**config.mk**
```make
export PLATFORM = sky130hd
export DESIGN_NAME = mem_arbiter_flat
export DESIGN_NICKNAME = d
export VERILOG_FILES = /design/src/rtl/mem_arbiter_pkg.sv /design/src/rtl/mem_arbiter_if.sv /design/src/rtl/mem_arbiter_rr_arbiter2.sv /design/src/rtl/mem_arbiter.sv /design/src/flat_wrapper.sv
export SDC_FILE = /design/constraint.sdc
export NUM_CORES = 1
export LEC_CHECK = 0
export CORE_AREA = 2 2 539 541
export CTS_CLUSTER_SIZE = 14
export DETAILED_ROUTE_END_ITERATION = 16
export DIE_AREA = 0 0 541 543
export GPL_ROUTABILITY_DRIVEN = 0
export PLACE_DENSITY = 0.39
export SYNTH_ARGS = -nofsm -noshare
export SYNTH_HDL_FRONTEND = slang
export SYNTH_SLANG_ARGS = --single-unit
export TNS_END_PERCENT = 100
```
**constraint.sdc**
```tcl
create_clock -name clk -period 5.4 [get_ports clk]
set_clock_uncertainty 0.05 [all_clocks]
set_input_delay 1.62 -clock clk [delete_from_list [all_inputs] [get_ports clk]]
set_output_delay 1.62 -clock clk [all_outputs]
set_load 0.01 [all_outputs]
```
**src/rtl/mem_arbiter_pkg.sv**
```systemverilog
// mem_arbiter_pkg
// Shared types and helpers for the cache-to-memory arbiter:
//   arb_state_t   - arbiter FSM state encoding
//   req_id_t      - requester identifier (REQ_IC / REQ_DC)
//   offset_width  - byte-offset width of a cache block (log2 of block size)
package mem_arbiter_pkg;

    typedef enum logic [1:0] {
        IDLE  = 2'd0,
        ISSUE = 2'd1,
        WAIT  = 2'd2,
        RESP  = 2'd3
    } arb_state_t;

    typedef logic req_id_t;

    localparam req_id_t REQ_IC = 1'b0;
    localparam req_id_t REQ_DC = 1'b1;

    function automatic int offset_width(input int block_size);
        return $clog2(block_size);
    endfunction

endpackage

```
**src/rtl/mem_arbiter_if.sv**
```systemverilog
// mem_arbiter_if
// Bundles the ICache, DCache and memory-controller sides of the arbiter.
//   master : arbiter view (drives busy/read data to caches, strobes to memory)
//   slave  : environment view (caches and memory controller)
// Ports: icRead/icAddress/icReadData/icBusy, dcRead/dcWrite/dcAddress/
//        dcWriteData/dcReadData/dcBusy, memAddress/memRead/memWrite/
//        memWriteData/memReadData/memBusy.
interface mem_arbiter_if #(
    parameter int BLOCK_SIZE = 32,
    parameter int ADDR_WIDTH = 32
);
    logic                      icRead;
    logic [ADDR_WIDTH-1:0]     icAddress;
    logic [BLOCK_SIZE*8-1:0]   icReadData;
    logic                      icBusy;

    logic                      dcRead;
    logic                      dcWrite;
    logic [ADDR_WIDTH-1:0]     dcAddress;
    logic [BLOCK_SIZE*8-1:0]   dcWriteData;
    logic [BLOCK_SIZE*8-1:0]   dcReadData;
    logic                      dcBusy;

    logic [ADDR_WIDTH-1:0]     memAddress;
    logic                      memRead;
    logic                      memWrite;
    logic [BLOCK_SIZE*8-1:0]   memWriteData;
    logic [BLOCK_SIZE*8-1:0]   memReadData;
    logic                      memBusy;

    modport master (
        input  icRead, icAddress, dcRead, dcWrite, dcAddress, dcWriteData,
               memReadData, memBusy,
        output icReadData, icBusy, dcReadData, dcBusy,
               memAddress, memRead, memWrite, memWriteData
    );

    modport slave (
        output icRead, icAddress, dcRead, dcWrite, dcAddress, dcWriteData,
               memReadData, memBusy,
        input  icReadData, icBusy, dcReadData, dcBusy,
               memAddress, memRead, memWrite, memWriteData
    );

endinterface

```
**src/rtl/mem_arbiter_rr_arbiter2.sv**
```systemverilog
// rr_arbiter2
// Combinational two-way round-robin arbiter.
//   req        in  [1:0] request vector, indexed by req_id_t
//   last_grant in        requester served most recently
//   valid      out       at least one request present
//   grant      out       winner: sole requester, or on a tie the one
//                        that was not served last
module rr_arbiter2
    import mem_arbiter_pkg::*;
(
    input  logic [1:0] req,
    input  req_id_t    last_grant,
    output logic       valid,
    output req_id_t    grant
);

    always_comb begin
        valid = |req;
        if (req[REQ_IC] && req[REQ_DC])
            grant = ~last_grant;
        else if (req[REQ_DC])
            grant = REQ_DC;
        else
            grant = REQ_IC;
    end

endmodule

```
**src/rtl/mem_arbiter.sv**
```systemverilog
// mem_arbiter
// Shares one block-wide memory port between the ICache and the DCache.
// Requests are granted one at a time, round-robin; the block read back
// (or the write completion) is routed to the granted cache.
//   clk  in  system clock, rising edge
//   rst  in  asynchronous active-low reset
//   bus  master modport of mem_arbiter_if (cache and memory sides)
//
// state | meaning
// IDLE  | no transaction; arbitrate, latch grant/address/data, raise strobe
// ISSUE | strobe up, waiting for memory to raise memBusy
// WAIT  | memory busy; on memBusy falling capture read data, drop strobe
// RESP  | one cycle: granted requester sees busy=0, its data valid
module mem_arbiter
    import mem_arbiter_pkg::*;
#(
    parameter int BLOCK_SIZE = 32,
    parameter int ADDR_WIDTH = 32
) (
    input  logic          clk,
    input  logic          rst,
    mem_arbiter_if.master bus
);

    localparam int OFF_W = offset_width(BLOCK_SIZE);
    localparam logic [ADDR_WIDTH-1:0] OFF_MASK = ADDR_WIDTH'((1 << OFF_W) - 1);

    arb_state_t            state;
    arb_state_t            state_nxt;
    req_id_t               grant_q;
    req_id_t               last_grant;
    req_id_t               arb_grant;
    logic                  arb_valid;
    logic                  issue_en;
    logic                  complete_en;
    logic                  issue_write;
    logic [ADDR_WIDTH-1:0] req_addr;

    rr_arbiter2 u_rr (
        .req        ({bus.dcRead | bus.dcWrite, bus.icRead}),
        .last_grant (last_grant),
        .valid      (arb_valid),
        .grant      (arb_grant)
    );

    always_ff @(posedge clk or negedge rst) begin
        if (!rst)
            state <= IDLE;
        else
            state <= state_nxt;
    end

    always_comb begin
        state_nxt = state;
        case (state)
            IDLE:    if (arb_valid)    state_nxt = ISSUE;
            ISSUE:   if (bus.memBusy)  state_nxt = WAIT;
            WAIT:    if (!bus.memBusy) state_nxt = RESP;
            RESP:                      state_nxt = IDLE;
            default:                   state_nxt = IDLE;
        endcase
    end

    always_comb begin
        issue_en    = (state == IDLE) && arb_valid;
        complete_en = (state == WAIT) && !bus.memBusy;
        // A DCache request with dcWrite set is always served as a write;
        // a concurrent dcRead stays pending for a later grant.
        issue_write = (arb_grant == REQ_DC) && bus.dcWrite;
        req_addr    = (arb_grant == REQ_DC) ? bus.dcAddress : bus.icAddress;
        bus.icBusy  = bus.icRead & ~((state == RESP) && (grant_q == REQ_IC));
        bus.dcBusy  = (bus.dcRead | bus.dcWrite) & ~((state == RESP) && (grant_q == REQ_DC));
    end

    always_ff @(posedge clk or negedge rst) begin
        if (!rst) begin
            grant_q          <= REQ_IC;
            last_grant       <= REQ_IC;
            bus.memRead      <= 1'b0;
            bus.memWrite     <= 1'b0;
            bus.memAddress   <= '0;
            bus.memWriteData <= '0;
            bus.icReadData   <= '0;
            bus.dcReadData   <= '0;
        end else begin
            if (issue_en) begin
                grant_q        <= arb_grant;
                bus.memAddress <= req_addr & ~OFF_MASK;
                if (issue_write) begin
                    bus.memWrite     <= 1'b1;
                    bus.memWriteData <= bus.dcWriteData;
                end else begin
                    bus.memRead <= 1'b1;
                end
            end
            if (complete_en) begin
                bus.memRead  <= 1'b0;
                bus.memWrite <= 1'b0;
                last_grant   <= grant_q;
                if (bus.memRead) begin
                    if (grant_q == REQ_DC)
                        bus.dcReadData <= bus.memReadData;
                    else
                        bus.icReadData <= bus.memReadData;
                end
            end
        end
    end

endmodule

```
**src/flat_wrapper.sv**
```systemverilog
// flat-port wrapper written by rule: the top's interface ports become plain ports
module mem_arbiter_flat import mem_arbiter_pkg::*;
#(
    parameter int BLOCK_SIZE = 32,
    parameter int ADDR_WIDTH = 32
)
  (clk, rst, bus_icRead, bus_icAddress, bus_dcRead, bus_dcWrite, bus_dcAddress, bus_dcWriteData, bus_memReadData, bus_memBusy, bus_icReadData, bus_icBusy, bus_dcReadData, bus_dcBusy, bus_memAddress, bus_memRead, bus_memWrite, bus_memWriteData);
  mem_arbiter_if #(.BLOCK_SIZE(BLOCK_SIZE), .ADDR_WIDTH(ADDR_WIDTH)) bus_i ();
  input  logic clk;
  input  logic rst;
  input wire logic [$bits(bus_i.icRead)-1:0] bus_icRead;
  input wire logic [$bits(bus_i.icAddress)-1:0] bus_icAddress;
  input wire logic [$bits(bus_i.dcRead)-1:0] bus_dcRead;
  input wire logic [$bits(bus_i.dcWrite)-1:0] bus_dcWrite;
  input wire logic [$bits(bus_i.dcAddress)-1:0] bus_dcAddress;
  input wire logic [$bits(bus_i.dcWriteData)-1:0] bus_dcWriteData;
  input wire logic [$bits(bus_i.memReadData)-1:0] bus_memReadData;
  input wire logic [$bits(bus_i.memBusy)-1:0] bus_memBusy;
  output wire logic [$bits(bus_i.icReadData)-1:0] bus_icReadData;
  output wire logic [$bits(bus_i.icBusy)-1:0] bus_icBusy;
  output wire logic [$bits(bus_i.dcReadData)-1:0] bus_dcReadData;
  output wire logic [$bits(bus_i.dcBusy)-1:0] bus_dcBusy;
  output wire logic [$bits(bus_i.memAddress)-1:0] bus_memAddress;
  output wire logic [$bits(bus_i.memRead)-1:0] bus_memRead;
  output wire logic [$bits(bus_i.memWrite)-1:0] bus_memWrite;
  output wire logic [$bits(bus_i.memWriteData)-1:0] bus_memWriteData;
  assign bus_i.icRead = bus_icRead;
  assign bus_i.icAddress = bus_icAddress;
  assign bus_i.dcRead = bus_dcRead;
  assign bus_i.dcWrite = bus_dcWrite;
  assign bus_i.dcAddress = bus_dcAddress;
  assign bus_i.dcWriteData = bus_dcWriteData;
  assign bus_i.memReadData = bus_memReadData;
  assign bus_i.memBusy = bus_memBusy;
  assign bus_icReadData = bus_i.icReadData;
  assign bus_icBusy = bus_i.icBusy;
  assign bus_dcReadData = bus_i.dcReadData;
  assign bus_dcBusy = bus_i.dcBusy;
  assign bus_memAddress = bus_i.memAddress;
  assign bus_memRead = bus_i.memRead;
  assign bus_memWrite = bus_i.memWrite;
  assign bus_memWriteData = bus_i.memWriteData;
  mem_arbiter #(.BLOCK_SIZE(BLOCK_SIZE), .ADDR_WIDTH(ADDR_WIDTH)) u_core (.clk(clk), .rst(rst), .bus(bus_i));
endmodule
```
Yosys cells after proc, flatten, opt, wreduce, memory -nomap -nowiden
Cells that the tools add are included.

word-level totals
  flip-flop bits (word level) = 801
  input bits = 582
  output and inout bits = 804

operators by class
  equal/unequal tests = 7
  muxes and demuxes = 13
  bitwise logic cells = 7
  reductions and logical operators = 17

operator list
  cell                  number
  $mux W32              1
  $reduce_and A3 Y1     3
  $mux W1               8
  $pmux W2 S4           1
  $logic_and A1 B1 Y1   6
  $mux W2               3
  $reduce_and A2 Y1     3
  $eq A2 B2 Y1 const B  2
  $ne A2 B1 Y1 const B  2
  $ne A2 B2 Y1 const B  2
  $not A1 Y1            4
  $reduce_bool A2 Y1    2
  $and A1 B1 Y1         2
  $eq A2 B1 Y1 const B  1
  $logic_not A2 Y1      1
  $reduce_or A2 Y1      1
  $logic_not A1 Y1      1
  $or A1 B1 Y1          1

Logic depth before layout (Yosys ltp)
  word-level depth = 7
  gate-level depth with buffers = 8
  mapped depth without buffers = 5

By module
Synthesis repeated with hierarchy kept, for this count alone.

unflattened totals
  cells, all modules = 1782
  area, all modules = 30489.2 µm²

by module, submodules not included
  module       times used  cells each  area each (µm²)  sequential area each (µm²)
  mem_arbiter  1           1780        30475.5          20044.2
  rr_arbiter2  1           2           13.8             0.0

Worst setup path after synthesis
No wires, ideal clock.

  kind = input to output
  start = input bus_icRead
  end = output bus_icBusy
  arrival = 1920 ps
  setup slack = 1810 ps
  cell stages on the path = 1
  buffers on the path = 0
  cell sequence = a21boi_0

on the way
  word-level cells in the longest chain between the ends = 1

RTL lines
  item             RTL line            source
  start, declared  flat_wrapper.sv:11  input wire logic [$bits(bus_i.icRead)-1:0] bus_icRead;
  $and A1 B1 Y1    mem_arbiter.sv:71   bus.icBusy = bus.icRead & ~((state == RESP) && (grant_q == REQ_IC));
  end, declared    flat_wrapper.sv:20  output wire logic [$bits(bus_i.icBusy)-1:0] bus_icBusy;

Every way passes these cells.

Worst setup path in the final report
  start = input bus_dcWrite
  end = output bus_dcBusy

on the way
  word-level cells in the longest chain between the ends = 2

RTL lines
  item             RTL line            source
  start, declared  flat_wrapper.sv:14  input wire logic [$bits(bus_i.dcWrite)-1:0] bus_dcWrite;
  $or A1 B1 Y1     mem_arbiter.sv:72   bus.dcBusy = (bus.dcRead | bus.dcWrite) & ~((state == RESP) && (grant_q == REQ_DC));
  $and A1 B1 Y1    mem_arbiter.sv:72
  end, declared    flat_wrapper.sv:22  output wire logic [$bits(bus_i.dcBusy)-1:0] bus_dcBusy;

Every way passes these cells.

==> results summary <==
The run finished with clean final reports. The die outline area came out at just under 300,000 um^2. The detailed-route vias per instance is approximately 3. The internal cell power came out at 21,700 uW. TritonCTS built the clock tree.

The number of optimization iterations in the first detailed-route pass came out at 4. The minimum clock period is just under 5 ns. In this design, the critical path's most frequently occurring cell is clkdlybuf4s50_1. In this run the worst setup path begins at bus_dcWrite. The maximum achievable frequency is between 200 and 250 MHz. The layout overhead on the synthesized area came out at 70.2%.

The detailed router finished its first iteration with roughly 850 violations. After synthesis, the netlist uses 29 different library cells. Across the run, the number of max-cap violations was 0. The combinational power share is 44.4%. The global-route wire length before repair came out at around 210 mm. The clock tree buffer depth came out at 4. The total grt overflow is 0.

STA puts the critical path data arrival time at ~3.2 ns. A synthesized cell averages 17.5 um^2. The final route contains 21.5k vias.

Setup repair after global routing left no endpoint under its margin. For this design the ratio of total power to cell area is slightly above 600 nW/um^2. The number of antenna violations at the first check in global routing came out at 131.

The data required time of the critical path is approximately 3.7 ns. The cell count of the worst reg-to-reg path came out at 6. Leaving out fill and tap cells, the most frequent cells in the layout are clkdlybuf4s50_1, dfrtp_1, mux2_2. The setup TNS is 0 ns.

The slack of the worst reg-to-reg path is ~2.7 ns. The post-layout utilization of the core is between 10% and 20%. The kind of launch point of the worst setup path is an input pin. The worst setup path is captured at an output port. The library cell used most frequently in the layout, excluding fill and tap cells, is clkdlybuf4s50_1. The top flip-flop cell by instance count after synthesis is dfrtp_1. The depth of the CTS H-tree came out at 3.

Among all stages on the critical path, the largest delay is contributed by clkdlybuf4s50_1. Counting both buffers and inverters, the worst setup path holds a total of 2. Counting the buffers created by CTS gives ~110. The switching power as a share of total power came out at between 30% and 40%. In this run the cell area of the synthesized design comes to 31,100 um^2. The worst setup path is of the in -> out kind. The power dissipated by switching net loads came out at 10,400 uW. The share of synthesized registers carrying an async set or reset is 100%. The final net count came out at 3,801. In this run the number of cells on the critical path is 4. In the global route stage, met1 resource usage came out at about a tenth. Counting every sink on the clock net gives 801. The number of top-level pins came out at around 1.4k.

The met2 track utilization from global routing is 17.8%. The via count of the first global-routing pass came out at around 23k. The core region area came out at 287,000 um^2. Along the worst path, the maximum fanout reaches 5. The count of pins over their slew limit came out at 0. The final routed wirelength across all metal layers came out at 158 mm.

The width of the die is around 540 um. For the pin with the worst max-slew slack, the measured transition is 0.889 ns. The count of antenna-violating nets left after detailed routing is 0. The number of hold buffers added after cts came out at 0.

The placement row count is approximately 200. Dividing the detail-routed wire length by the instance count gives 22.1 um. The floorplan step set the die height to approximately 540 um. The worst register-to-register path begins at u_core.state[0]. Sequential cells burn 33.3% of the power. In this run the most used layer during global routing was met2. For this run, the total global-route usage over all layers was measured as roughly 10%. The number of warning messages in the yosys log is 0. The largest stage delay on the critical path came out at around 0.7 ns. The final hold violation count was 0. The total of buffers placed on input and output ports came out at roughly 1.4k. The register bit total from synthesis is about 800. Entering global routing, the biggest net connects around 100 pins. The tightest hold margin is roughly 0.43 ns.

The portion of total power attributed to the clock network is between 20% and 30%. The quantity of gates resized following cts is 0. The critical path goes through clkdlybuf4s50_1 > nor2_1 > a21oi_1 > clkdlybuf4s50_1. Following the worst setup path forward leads to its endpoint at bus_dcBusy. The maximum ir drop on the vdd rail came out at between 0.0003 and 0.0004 V. The share of layout cells above drive strength 1 came out at about 30%.

The post-CTS setup buffer count is 0. The class of the tightest hold or removal check is reg -> reg. The clock latency reported for the late side of the worst-skew pair came out at a little under 0.8 ns. The detailed-route DRC error count is 0. The remaining max-slew budget at the tightest pin came out at 40.7%.

The fraction of the yosys area taken by sequential cells came out at between 60 and 70%. The gate count after technology mapping came out at between 1.5k and 2k. The met3 track utilization from global routing is 6.37%. The register clock-pin slew on the reported worst setup and hold paths came out at roughly 0.060 ns. The cell type group with the largest total delay on the critical path is buffers and inverters.

The number of synthesized flops with an enable pin came out at 0. The cell sitting at the root of the clock tree is a clkbuf_16. Summed over all nets, the half-perimeter wirelength after detailed placement is ~130 mm. The initial utilization of the core area, before any placement, comes to roughly 11%. The endpoint identified for the worst register-to-register timing path is u_core.bus.icReadData[10]. The analysis attributes to cell leakage a power of between 0.02 and 0.025 uW. After layout, the worst path uses between 90 and 100% of the clock period. Setup violations remaining at the end of the flow were counted as 0.
## routing by layer
metal | part of all wire [%] | vias up | wire length (um)
met5 | 0.45 | - | 715
met4 | 3.0 | 110 | 4660
met3 | 13 | 327 | 19800
met2 | 49 | 1082 | 76700
met1 | 35 | 10700 | 55700
li1 | - | 9262 | -
## final cells by class
class,count,area (um^2)
clock inverter,29,344
fill,31100,234000
clock buffer,162,3140
sequential,801,20000
timing repair buffer,1420,14300
multi-input combinational,880,10300
antenna,46,115
inverter,4,15.0
tap,3781,4730
## kinds of logic after synthesis
group                    Yosys count  share of synthesized area (%)
AO/OA/AOI/OAI                     38                          0.687
flip-flops                       801                           64.4
AND/OR/NAND/NOR                   37                          0.518
buffers and inverters            103                           2.69
adder cells (fa/ha/maj)            4                          0.161
multiplexers                     796                           31.6
other                              1                         0.0120
## how the worst min path moves through the flow
stage                                startpoint                          end  slack, ns  depth (start not counted)
floorplan                     u_core.last_grant            u_core.last_grant       0.42                          2
global placement       u_core.bus.memAddress[5]     u_core.bus.memAddress[5]       0.42                          2
detailed placement    u_core.bus.memAddress[15]    u_core.bus.memAddress[15]       0.42                          2
CTS                   u_core.bus.memAddress[15]    u_core.bus.memAddress[15]       0.44                          2
global route        u_core.bus.memWriteData[33]  u_core.bus.memWriteData[33]       0.46                          1
finish                u_core.bus.memAddress[15]    u_core.bus.memAddress[15]       0.43                          2
## worst register-to-register path: stages (launching register included)
cell	delay [ns]
dfrtp_1	0.41
inv_1	0.09
ha_1	0.21
nor2b_4	0.23
and3_4	0.50
buf_4	0.61
mux2_2	0.44
## synth_stat cells, drive strengths merged, types with 2 or more instances
master  number  share of area [%]
inv          4              0.048
clkbuf       4              0.048
buf         95                2.6
ha           4               0.16
a21oi        3              0.048
nand2       29               0.35
mux2i       27               0.87
o21ai       28               0.45
nor2b        3              0.084
dfrtp      801                 64
mux2       769                 31
nand3        2              0.032
## through the flow
stage / instance area, um^2 / instances / setup slack, ns / power [uW]
final: 53000 / 7123 / 0.496 / 32100
after global routing: 52900 / 7080 / 0.453 / 33800
after CTS: 52900 / 7077 / 0.530 / 32800
after detailed placement: 49400 / 6886 / 0.544 / 25400
after global placement: 49400 / 6886 / 0.468 / 25300
after floorplan: 31200 / 1784 / 1.81 / 16200
## power groups by stage
stage          clock (uW)  combinational [uW]  sequential (uW)
3_3_place_gp            0               14600            10700
6_report             7150               14300            10700
2_1_floorplan           0                4270            11900
4_1_cts              7460               14600            10700
5_1_grt              7670               15000            11100
3_5_place_dp            0               14600            10800
## state kept, by name (all words and copies together) (netlist names)
signal,count
u_core.bus.memRead,1
u_core.state,2
u_core.bus.memWriteData,256
u_core.bus.dcReadData,256
u_core.last_grant,1
u_core.bus.memWrite,1
u_core.bus.icReadData,256
u_core.bus.memAddress,27
u_core.grant_q,1
Power figures use the tool's default switching activity.
